===== src/rtl/hazard_ctrl.sv =====
// Pipeline hazard controller: memory-wait stalls, branch flushes, load-use bubbles and a memory timeout trap.
// Optional saturating performance counters are built only when HAZARD_PERF_CNT_EN is defined.
module hazard_ctrl #(
   parameter int REG_AW      = 5,
   parameter int MEM_TIMEOUT = 255
) (
   input  logic              clk_i,
   input  logic              rst_i,
   input  logic [REG_AW-1:0] id_rs1_i,
   input  logic [REG_AW-1:0] id_rs2_i,
   input  logic              id_use_rs1_i,
   input  logic              id_use_rs2_i,
   input  logic [REG_AW-1:0] ex_rd_i,
   input  logic              ex_mem_read_i,
   input  logic              ex_branch_taken_i,
   input  logic              dmem_req_i,
   input  logic              dmem_ready_i,
   output logic              pc_stall_o,
   output logic              ifid_stall_o,
   output logic              idex_stall_o,
   output logic              exmem_stall_o,
   output logic              ifid_clear_o,
   output logic              idex_clear_o,
   output logic              memwb_clear_o,
   output logic [1:0]        state_o,
   output logic              err_o,
   output logic [31:0]       stall_cnt_o,
   output logic [31:0]       flush_cnt_o
);

   // The wait counter only ever holds 0 .. MEM_TIMEOUT-1.
   localparam int WCW = (MEM_TIMEOUT > 1) ? $clog2(MEM_TIMEOUT) : 1;
   localparam logic [WCW-1:0] WAIT_LAST = WCW'(MEM_TIMEOUT - 1);

   typedef enum logic [1:0] {
      ST_RUN      = 2'd0,
      ST_MEM_WAIT = 2'd1,
      ST_ERR      = 2'd2
   } state_e;

   state_e         state_r;
   state_e         state_nxt_s;
   logic [WCW-1:0] wait_cnt_r;
   logic [WCW-1:0] wait_nxt_s;
   logic           err_r;
   logic           err_nxt_s;

   logic           mem_block_s;
   logic           load_use_s;
   logic           hold_all_s;
   logic           issue_s;
   logic           branch_flush_s;

   logic           pc_stall_s;
   logic           ifid_stall_s;
   logic           idex_stall_s;
   logic           exmem_stall_s;
   logic           ifid_clear_s;
   logic           idex_clear_s;
   logic           memwb_clear_s;

   // Raw hazard conditions presented this cycle
   always_comb begin
      mem_block_s = dmem_req_i && !dmem_ready_i;
      load_use_s  = ex_mem_read_i && (ex_rd_i != {REG_AW{1'b0}}) &&
                    ((id_use_rs1_i && (id_rs1_i == ex_rd_i)) ||
                     (id_use_rs2_i && (id_rs2_i == ex_rd_i)));
   end

   // Next-state logic; issue_s marks a cycle in which the pipe advances normally
   always_comb begin
      state_nxt_s = state_r;
      wait_nxt_s  = wait_cnt_r;
      err_nxt_s   = err_r;
      hold_all_s  = 1'b0;
      issue_s     = 1'b0;
      case (state_r)
         ST_MEM_WAIT: begin
            if (!dmem_ready_i) begin
               hold_all_s = 1'b1;
               if (wait_cnt_r == WAIT_LAST) begin
                  state_nxt_s = ST_ERR;
                  err_nxt_s   = 1'b1;
               end else begin
                  wait_nxt_s = wait_cnt_r + WCW'(1);
               end
            end else begin
               // Release cycle: held instructions re-present their events now.
               state_nxt_s = ST_RUN;
               issue_s     = 1'b1;
            end
         end
         ST_ERR: begin
            hold_all_s = 1'b1;
            err_nxt_s  = 1'b1;
         end
         default: begin
            state_nxt_s = ST_RUN;
            if (mem_block_s) begin
               hold_all_s  = 1'b1;
               state_nxt_s = ST_MEM_WAIT;
               wait_nxt_s  = {WCW{1'b0}};
            end else begin
               issue_s = 1'b1;
            end
         end
      endcase
   end

   // Stall / clear decode with reset override and fixed event priority
   always_comb begin
      pc_stall_s     = 1'b0;
      ifid_stall_s   = 1'b0;
      idex_stall_s   = 1'b0;
      exmem_stall_s  = 1'b0;
      ifid_clear_s   = 1'b0;
      idex_clear_s   = 1'b0;
      memwb_clear_s  = 1'b0;
      branch_flush_s = 1'b0;
      if (rst_i) begin
         ifid_clear_s  = 1'b1;
         idex_clear_s  = 1'b1;
         memwb_clear_s = 1'b1;
      end else if (hold_all_s) begin
         pc_stall_s    = 1'b1;
         ifid_stall_s  = 1'b1;
         idex_stall_s  = 1'b1;
         exmem_stall_s = 1'b1;
         memwb_clear_s = 1'b1;
      end else if (issue_s && ex_branch_taken_i) begin
         ifid_clear_s   = 1'b1;
         idex_clear_s   = 1'b1;
         branch_flush_s = 1'b1;
      end else if (issue_s && load_use_s) begin
         pc_stall_s   = 1'b1;
         ifid_stall_s = 1'b1;
         idex_clear_s = 1'b1;
      end else begin
         branch_flush_s = 1'b0;
      end
   end

   // State register, wait counter and sticky error flag
   always_ff @(posedge clk_i) begin
      if (rst_i) begin
         state_r    <= ST_RUN;
         wait_cnt_r <= {WCW{1'b0}};
         err_r      <= 1'b0;
      end else begin
         state_r    <= state_nxt_s;
         wait_cnt_r <= wait_nxt_s;
         err_r      <= err_nxt_s;
      end
   end

   // Present the current state; the unused encoding reads as RUN
   always_comb begin
      case (state_r)
         ST_MEM_WAIT: state_o = 2'd1;
         ST_ERR:      state_o = 2'd2;
         default:     state_o = 2'd0;
      endcase
   end

   assign pc_stall_o    = pc_stall_s;
   assign ifid_stall_o  = ifid_stall_s;
   assign idex_stall_o  = idex_stall_s;
   assign exmem_stall_o = exmem_stall_s;
   assign ifid_clear_o  = ifid_clear_s;
   assign idex_clear_o  = idex_clear_s;
   assign memwb_clear_o = memwb_clear_s;
   assign err_o         = err_r;

`ifdef HAZARD_PERF_CNT_EN
   logic [31:0] stall_cnt_r;
   logic [31:0] flush_cnt_r;

   // Saturating stall and branch-flush counters
   always_ff @(posedge clk_i) begin
      if (rst_i) begin
         stall_cnt_r <= 32'd0;
         flush_cnt_r <= 32'd0;
      end else begin
         if (pc_stall_s && (stall_cnt_r != 32'hFFFF_FFFF)) begin
            stall_cnt_r <= stall_cnt_r + 32'd1;
         end else begin
            stall_cnt_r <= stall_cnt_r;
         end
         if (branch_flush_s && (flush_cnt_r != 32'hFFFF_FFFF)) begin
            flush_cnt_r <= flush_cnt_r + 32'd1;
         end else begin
            flush_cnt_r <= flush_cnt_r;
         end
      end
   end

   assign stall_cnt_o = stall_cnt_r;
   assign flush_cnt_o = flush_cnt_r;
`else
   assign stall_cnt_o = 32'd0;
   assign flush_cnt_o = 32'd0;
`endif

endmodule


===== config.mk =====
export PLATFORM = sky130hd
export DESIGN_NAME = hazard_ctrl
export DESIGN_NICKNAME = d
export VERILOG_FILES = /design/src/rtl/hazard_ctrl.sv
export SDC_FILE = /design/constraint.sdc
export NUM_CORES = 1
export LEC_CHECK = 0
export ABC_AREA = 0
export BUFFER_PORTS_ARGS = -buffer_cell sky130_fd_sc_hd__buf_2
export CAP_MARGIN = 20
export CORE_MARGIN = 3
export CORE_UTILIZATION = 30
export DETAILED_ROUTE_END_ITERATION = 10
export GPL_TIMING_DRIVEN = 1
export PLACE_DENSITY = 0.6
export SYNTH_ARGS = -nofsm -noshare
export SYNTH_HDL_FRONTEND = slang
export SYNTH_SLANG_ARGS = --single-unit

===== constraint.sdc =====
create_clock -name clk_i -period 3.2 [get_ports clk_i]
set_clock_uncertainty 0.2 [all_clocks]
set_input_delay 0.96 -clock clk_i [delete_from_list [all_inputs] [get_ports clk_i]]
set_output_delay 0.96 -clock clk_i [all_outputs]
set_load 0.03 [all_outputs]

# Yosys cells after proc, flatten, opt, wreduce, memory -nomap -nowiden
# Cells that the tools add are included.
[classes]
add_sub_neg = 1
eq_ne = 9
n_mux = 31
bitwise = 1
reduce_logical = 15
[op_table]
columns = ["cell", "n"]
rows = [
  ["$mux 8", 3],
  ["$mux 1", 20],
  ["$pmux 8 s2", 1],
  ["$eq 5x5->1", 2],
  ["$add 8x1->8 const B", 1],
  ["$eq 8x8->1 const B", 1],
  ["$pmux 2 s2", 2],
  ["$logic_and 1x1->1", 7],
  ["$ne 2x2->1 const B", 3],
  ["$pmux 1 s2", 3],
  ["$reduce_bool 5->1", 1],
  ["$mux 2", 2],
  ["$reduce_and 4->1", 1],
  ["$reduce_bool 2->1", 2],
  ["$ne 3x3->1 const B", 1],
  ["$reduce_and 3->1", 1],
  ["$eq 2x1->1 const B", 1],
  ["$eq 2x2->1 const B", 1],
  ["$reduce_and 2->1", 1],
  ["$logic_not 1->1", 1],
  ["$logic_or 1x1->1", 1],
  ["$not 1->1", 1],
]
[word_totals]
regBits = 11
input_bits = 23
out_inout_bits = 74
elab_cells = 60

# Longest topological paths before layout
# Gate-level depths: netlist (run 1).
[depth]
word_depth = 9
depth_mapped = 7
mapped_depth_nobuf = 6

# Worst setup path before layout (run 1)
# Ideal clock, no wire load.
[synth_path]
kind = "in2out"
from = "in ex_rd_i[3]"
to = "out pc_stall_o"
arrival_time_ns = 2.995
required_time_ns = 2.040
setup_slack_ns = -0.955
stages = 5
path_buffers = 1
cell_sequence = "xor2_1 -> nor4_1 -> a32oi_1 -> o41ai_1 -> buf_4"
[synth_between]
elab_chain_cells = 9
word_cells_on_any_way = 13
cone_classes = "eq/ne: 2; mux: 4; reduce/logical: 7"
[synth_rtl]
columns = ["item", "line", "source"]
rows = [
  ["start, declared", "13", "input logic [REG_AW-1:0] ex_rd_i,"],
  ["$eq 5x5->1, on equally long branches", "66, 67", ""],
  ["$logic_and 1x1->1, on equally long branches", "66, 67", ""],
  ["$logic_or 1x1->1", "66", "((id_use_rs1_i && (id_rs1_i == ex_rd_i)) ||"],
  ["$logic_and 1x1->1 (*)", "65", "load_use_s = ex_mem_read_i && (ex_rd_i != {REG_AW{1'b0}}) &&"],
  ["$logic_and 1x1->1 (*)", "134", "end else if (issue_s && load_use_s) begin"],
  ["$mux 1 (*) (4 in series)", "-", ""],
  ["end, declared", "18", "output logic pc_stall_o,"],
]
# Mark *: on every way between the ends. The rest lies on a longest branch, timed or not.

# Worst setup path after layout (run 1)
[layout_path]
from = "in ex_rd_i[1]"
to = "out pc_stall_o"
[layout_between]
elab_chain_cells = 9
word_cells_on_any_way = 13
cone_classes = "eq/ne: 2; mux: 4; reduce/logical: 7"
[layout_rtl]
columns = ["item", "line", "source"]
rows = [
  ["$eq 5x5->1, on equally long branches", "66, 67", ""],
  ["$logic_and 1x1->1, on equally long branches", "66, 67", ""],
  ["$logic_or 1x1->1", "66", ""],
  ["$logic_and 1x1->1 (*)", "65", ""],
  ["$logic_and 1x1->1 (*)", "134", ""],
  ["$mux 1 (*)", "134", ""],
  ["$mux 1 (*)", "130", "end else if (issue_s && ex_branch_taken_i) begin"],
  ["$mux 1 (*)", "124", "end else if (hold_all_s) begin"],
  ["$mux 1 (*)", "120", "if (rst_i) begin"],
]
# Marked as above.

==> results of run 1 <==
==> registers in the layout (all words and copies together) (netlist names) <==
name,count
err_o,1
state_r,2
wait_cnt_r,8
==> worst max-delay path, delay by kind of cell <==
kind / cells / cell delay [ps]
xor gates and xnor gates: 1 / 170
buffers and inverters: 2 / 320
and+or+nand+nor: 1 / 290
AOI/OAI and AO/OA: 2 / 440
==> cells by family after synthesis <==
group | synth area share (%)
flip-flops | 16.4
buffers and inverters | 41.2
other | 0.280
adder cells (fa/ha/maj) | 4.67
multiplexers | 0.748
AND/OR/NAND/NOR | 17.0
XOR/XNOR | 6.54
AO/OA/AOI/OAI | 13.1
==> how the worst min path moves through the flow <==
stage	cells past startpoint	endpoint	slack, ps
6_report	2	wait_cnt_r[7]	300
3_5_place_dp	2	wait_cnt_r[7]	290
4_1_cts	2	wait_cnt_r[7]	300
2_1_floorplan	2	wait_cnt_r[7]	250
5_1_grt	2	wait_cnt_r[7]	330
3_3_place_gp	2	wait_cnt_r[5]	280
==> through the flow <==
step	cells	instance area [µm²]	util, %
final	257	1460	35.3
after CTS	257	1430	34.5
after detailed placement	253	1360	32.7
after global routing	257	1460	35.3
after global placement	253	1360	32.7
after floorplan	232	1590	-
==> power by group through the flow <==
stage / sequential, mW / combinational, mW / clock [mW]
floorplan: 0.142 / 0.204 / 0
global placement: 0.142 / 0.177 / 0
detailed placement: 0.142 / 0.178 / 0
CTS: 0.139 / 0.182 / 0.149
global route: 0.139 / 0.201 / 0.155
finish: 0.139 / 0.188 / 0.145
==> routing by layer <==
metal / share of wire, % / vias up / track usage (%)
li1: - / 520 / -
met1: 37 / 450 / 10.6
met2: 49 / 64 / 15.2
met3: 12 / 5 / 3.72
met4: 1.2 / 0 / 3.69
met5: 0 / - / 0
==> area by class of cell <==
cell class | instances | area [µm²]
fillers | 444 | 2680
multi-input cells | 144 | 858
repair buffers | 40 | 246
flip-flops and latches | 11 | 220
well taps | 50 | 62.6
clock buffers | 4 | 45.0
inverters | 8 | 30.0
==> Yosys cell counts (all sizes together), types with 4 or more instances <==
library cell	count	area (µm²)
a21oi	12	60.1
buf	69	522
dfxtp	11	220
ha	5	62.6
inv	8	30.0
nand3	4	30.0
o21ai	6	30.0
o31ai	5	37.5
or2	5	31.3
or4	7	52.6
xor2	8	70.1
==> cell usage in the layout (no fill, tap or decap), drive strengths merged <==
| master | netlist | layout |
|---|---|---|
| a21oi | 12 | 12 |
| a2bb2oi | 1 | 1 |
| a31oi | 1 | 1 |
| a32oi | 1 | 1 |
| and2 | 1 | 1 |
| and3 | 2 | 2 |
| buf | 69 | 40 |
| clkbuf | 0 | 4 |
| conb | 1 | 64 |
| dfxtp | 11 | 11 |
| ha | 5 | 5 |
| inv | 8 | 8 |
| mux2i | 1 | 1 |
| nand2 | 3 | 3 |
| nand2b | 2 | 2 |
| nand3 | 4 | 4 |
| nand4 | 2 | 2 |
| nor2 | 3 | 3 |
| nor3 | 2 | 2 |
| nor4 | 2 | 2 |
| o211ai | 1 | 1 |
| o21a | 1 | 1 |
| o21ai | 6 | 6 |
| o31ai | 5 | 5 |
| o41ai | 1 | 1 |
| or2 | 5 | 5 |
| or3 | 2 | 2 |
| or4 | 7 | 7 |
| xnor2 | 2 | 2 |
| xor2 | 8 | 8 |
==> what timing repair did <==
item	CTS	global route
pin swaps	8	3
resized for setup	10	5
setup endpoints to repair	3	4
==> results.json, run 1 <==
{
  "fp-row-count": 23,
  "core_um2": 4140,
  "peakVddDrop_v": 0.000164,
  "status": "complete, but fails checks",
  "start_kind": "input pin",
  "wl_mm": 2.51,
  "antenna_left": 0,
  "area_growth_pct": 9.25,
  "fin_crit_sh_pct": 104,
  "r2r-end": "wait_cnt_r[2]",
  "seq_area_frac_synth_pct": 16.4,
  "slew_headroom_pct": 48.2,
  "postCtsSetupBuffers": 0,
  "hold_class": "flip-flop to flip-flop",
  "cts_made_buffers": 3,
  "insertion_delay_ps": 240,
  "async_reset_ff_share_pct": 0,
  "ys_ff_latch": 11,
  "rr_worst_depth": 6,
  "cts_tree": "built",
  "cap_violations": 0,
  "grt_overflow": 0,
  "syn_inst": 169,
  "place_ws_ps": -247,
  "worst_setup_hold_path_clk_slew_ps": 50,
  "syn_area_per_cell_um2": 7.92,
  "initial_utilization_pct": 32.3,
  "mappedNetlistArea_um2": 1340,
  "initialDrtViolationCount": 10,
  "drive_above_1_share_pct": 27.5,
  "power.total_mw": 0.472,
  "internal_power_mw": 0.267,
  "critPathCaptureType": "primary output",
  "grt_start_max_net_pins": 17,
  "dpl.hpwl_mm": 2.13,
  "worstSetupStartpoint": "ex_rd_i[1]",
  "grt_pass1_vias": 889,
  "hold_viol": 0,
  "grt_pass1_wl_mm": 3.82,
  "crit_slowest_cell": "nor4_2",
  "drt_pass1_iterations": 4,
  "cts-root-buf": "clkbuf_8",
  "crit_arrival_ps": 2180,
  "synth_edf_count": 0,
  "grt_use_total_pct": 9.24,
  "cpPeakStageDelay_ps": 290,
  "whs_ps": 298,
  "p_sw_mw": 0.205,
  "vias": 1039,
  "yosysUniqueCellTypes": 35,
  "htreeDepth": 1,
  "synth_ff_type": "dfxtp_1",
  "setup_tns_ps": -402,
  "path_class": "input pin to primary output",
  "violations": "negative setup slack",
  "pwr-share-clk_pct": 30.8,
  "dieArea_um2": 5300,
  "leakage_nw": 0.720,
  "seq_power_share_pct": 29.4,
  "clockBufferDepth": 2,
  "fmax_mhz": 299,
  "cp_data_required_time_ps": 2040,
  "combPwrFrac_pct": 39.8,
  "io_buffer_count": 32,
  "globalplace.congestion": 0.758,
  "drt-vias-per-instance": 4.04,
  "tightest_slew_ps": 772,
  "clock_sinks": 11,
  "rsz0062_at_grt": "true",
  "cp_max_fo": 3,
  "fin_ws_ps": -139,
  "p_per_area_nw_per_um2": 322,
  "fp.dieH_um": 72.8,
  "finalSetupViolCount": 3,
  "ios": 97,
  "cp_cell_sequence": "buf_8, xor2_2, nor4_2, a32oi_2, o41ai_4, buf_4",
  "swShare_pct": 43.4,
  "grt_antenna_before_repair": 0,
  "drcViolationCount": 0,
  "cp-endpoint": "pc_stall_o",
  "r2r-start": "state_r[0]",
  "wl_per_cell_um": 9.77,
  "ys.warnings.count": 0,
  "diodes": 0,
  "die_w_um": 72.8,
  "drv_slew": 0,
  "min_period_ps": 3340,
  "cts-hold-fix-buffers": 0,
  "worstHoldStart": "wait_cnt_r[7]",
  "rrSetupSlack_ps": 1130,
  "num-nets-final": 236
}
Note: power is estimated with default switching activity, not from simulation.
==> run 2, diff against run 1 <==
--- a/config.mk
+++ b/config.mk
@@ -12,7 +12,7 @@
 export CORE_UTILIZATION = 30
 export DETAILED_ROUTE_END_ITERATION = 10
 export GPL_TIMING_DRIVEN = 1
-export PLACE_DENSITY = 0.6
+export RECOVER_POWER = 100
 export SYNTH_ARGS = -nofsm -noshare
 export SYNTH_HDL_FRONTEND = slang
 export SYNTH_SLANG_ARGS = --single-unit
==> results.json, run 2 (synthesized netlist as in run 1, its figures left out) <==
{
  "layout.cells.most_common": "conb_1",
  "cts-hold-fix-buffers": 0,
  "finalSetupViolCount": 3,
  "leakage_nw": 0.693,
  "postCtsSetupBuffers": 0,
  "grt_start_max_net_pins": 17,
  "cp.buffers_inverters": 2,
  "crit_slowest_cell": "nor4_2",
  "start_kind": "input pin",
  "critPathCaptureType": "primary output",
  "vias": 1046,
  "hold_class": "flip-flop to flip-flop",
  "wl_per_cell_um": 9.82,
  "drive_above_1_share_pct": 22.2,
  "clock_sinks": 11,
  "met3_usage_pct": 3.72,
  "min_period_ps": 3340,
  "num-nets-final": 236,
  "clockBufferDepth": 2,
  "placed_cell_area_um2": 1360,
  "htreeDepth": 1,
  "cpPeakStageDelay_ps": 290,
  "drv_slew": 0,
  "busiest_layer": "met2",
  "dieArea_um2": 5300,
  "power.total_mw": 0.471,
  "globalplace.congestion": 0.758,
  "fp-row-count": 23,
  "final_cell_mix": "conb_1 (64), buf_2 (20), a21oi_1 (12), dfxtp_1 (11), buf_4 (9)",
  "cts-root-buf": "clkbuf_8",
  "place_ws_ps": -247,
  "top_register": "wait_cnt_r",
  "p_per_area_nw_per_um2": 331,
  "final_area_um2": 1420,
  "drt-vias-per-instance": 4.07,
  "path_class": "input pin to primary output",
  "cpLargestDelayFamily": "compound AO/OA/AOI/OAI gates",
  "cap_violations": 0,
  "peakVddDrop_v": 0.000162,
  "rsz0062_at_grt": "true",
  "grt_pass1_wl_mm": 3.82,
  "initialDrtViolationCount": 15,
  "slew_headroom_pct": 8.49,
  "tightest_slew_ps": 1360,
  "fin_crit_sh_pct": 104,
  "cts_made_buffers": 3,
  "crit_arrival_ps": 2180,
  "met1_usage_pct": 10.6,
  "worst_setup_hold_path_clk_slew_ps": 50,
  "violations": "negative setup slack",
  "core_um2": 4140,
  "fin_util_pct": 34.4,
  "ios": 97,
  "cp_max_fo": 3,
  "status": "complete, but fails checks",
  "fin_ws_ps": -139,
  "die_w_um": 72.8,
  "diodes": 0,
  "fmax_mhz": 300,
  "place_inst": 253,
  "instances_no_fill": 257,
  "hold_viol": 0,
  "gr-usage-met2_pct": 15.2,
  "grt_use_total_pct": 9.24,
  "fillerInstances": 451,
  "io_buffer_count": 32,
  "initial_utilization_pct": 32.3,
  "cp_cell_sequence": "buf_8, xor2_2, nor4_2, a32oi_2, o41ai_4, buf_4",
  "cp_data_required_time_ps": 2040,
  "area_growth_pct": 6.36,
  "fp.dieH_um": 72.8,
  "antenna_left": 0,
  "rrSetupSlack_ps": 580,
  "largest_register_ff_count": 8,
  "dpl.hpwl_mm": 2.13,
  "insertion_delay_ps": 250,
  "grt_overflow": 0,
  "grt_antenna_before_repair": 0,
  "grt_pass1_vias": 889,
  "drt_pass1_iterations": 4,
  "drcViolationCount": 0,
  "cts_tree": "built",
  "wl_mm": 2.52
}
==> run 2: cell type report <==
class | count | area [µm²] | area share [%]
multi-input cells | 144 | 836 | 58.7
repair buffers | 40 | 230 | 16.2
flip-flops and latches | 11 | 220 | 15.5
well taps | 50 | 62.6 | 4.39
clock buffers | 4 | 45.0 | 3.16
inverters | 8 | 30.0 | 2.11
==> run 2: path summary, 6_finish.rpt <==
kind	end	depth (start not counted)	start
worst min register to register	wait_cnt_r[7]	2	wait_cnt_r[7]
worst max register to register	wait_cnt_r[2]	6	state_r[0]
worst min-delay path	wait_cnt_r[7]	2	wait_cnt_r[7]
worst max-delay path	pc_stall_o	6	ex_rd_i[1]
==> run 2: worst register-to-register path, delay by kind of cell (launching register included) <==
kind	cells	cell delay [ps]
AO/OA/AOI/OAI	2	410
adder cells (fa/ha/maj)	1	240
buffers and inverters	2	280
flip-flops	1	320
AND/OR/NAND/NOR	1	1090
==> run 2: what timing repair did <==
item,in CTS,in global routing
resized for setup,10,5
setup endpoints to repair,3,4
pin swaps,8,3
==> run 2: per-stage QoR <==
step	hold slack [ps]	setup TNS, ps
3_5_place_dp	286	-685
6_report	298	-401
2_1_floorplan	252	-683
3_3_place_gp	285	-677
5_1_grt	327	-718
4_1_cts	295	-442
==> run 2: where the power goes <==
group          internal (mW)  total (mW)  switching (mW)
Clock                 0.0881       0.148          0.0598
Sequential             0.138       0.139        0.000697
Combinational         0.0385       0.184           0.146
==> run 2: per-layer routing <==
layer / vias to the layer above / share of wire (%) / wire length, µm
met5: - / 0 / 0
met4: 0 / 1.2 / 31
met3: 5 / 12 / 302
met2: 62 / 49 / 1240
met1: 454 / 38 / 951
li1: 525 / - / -
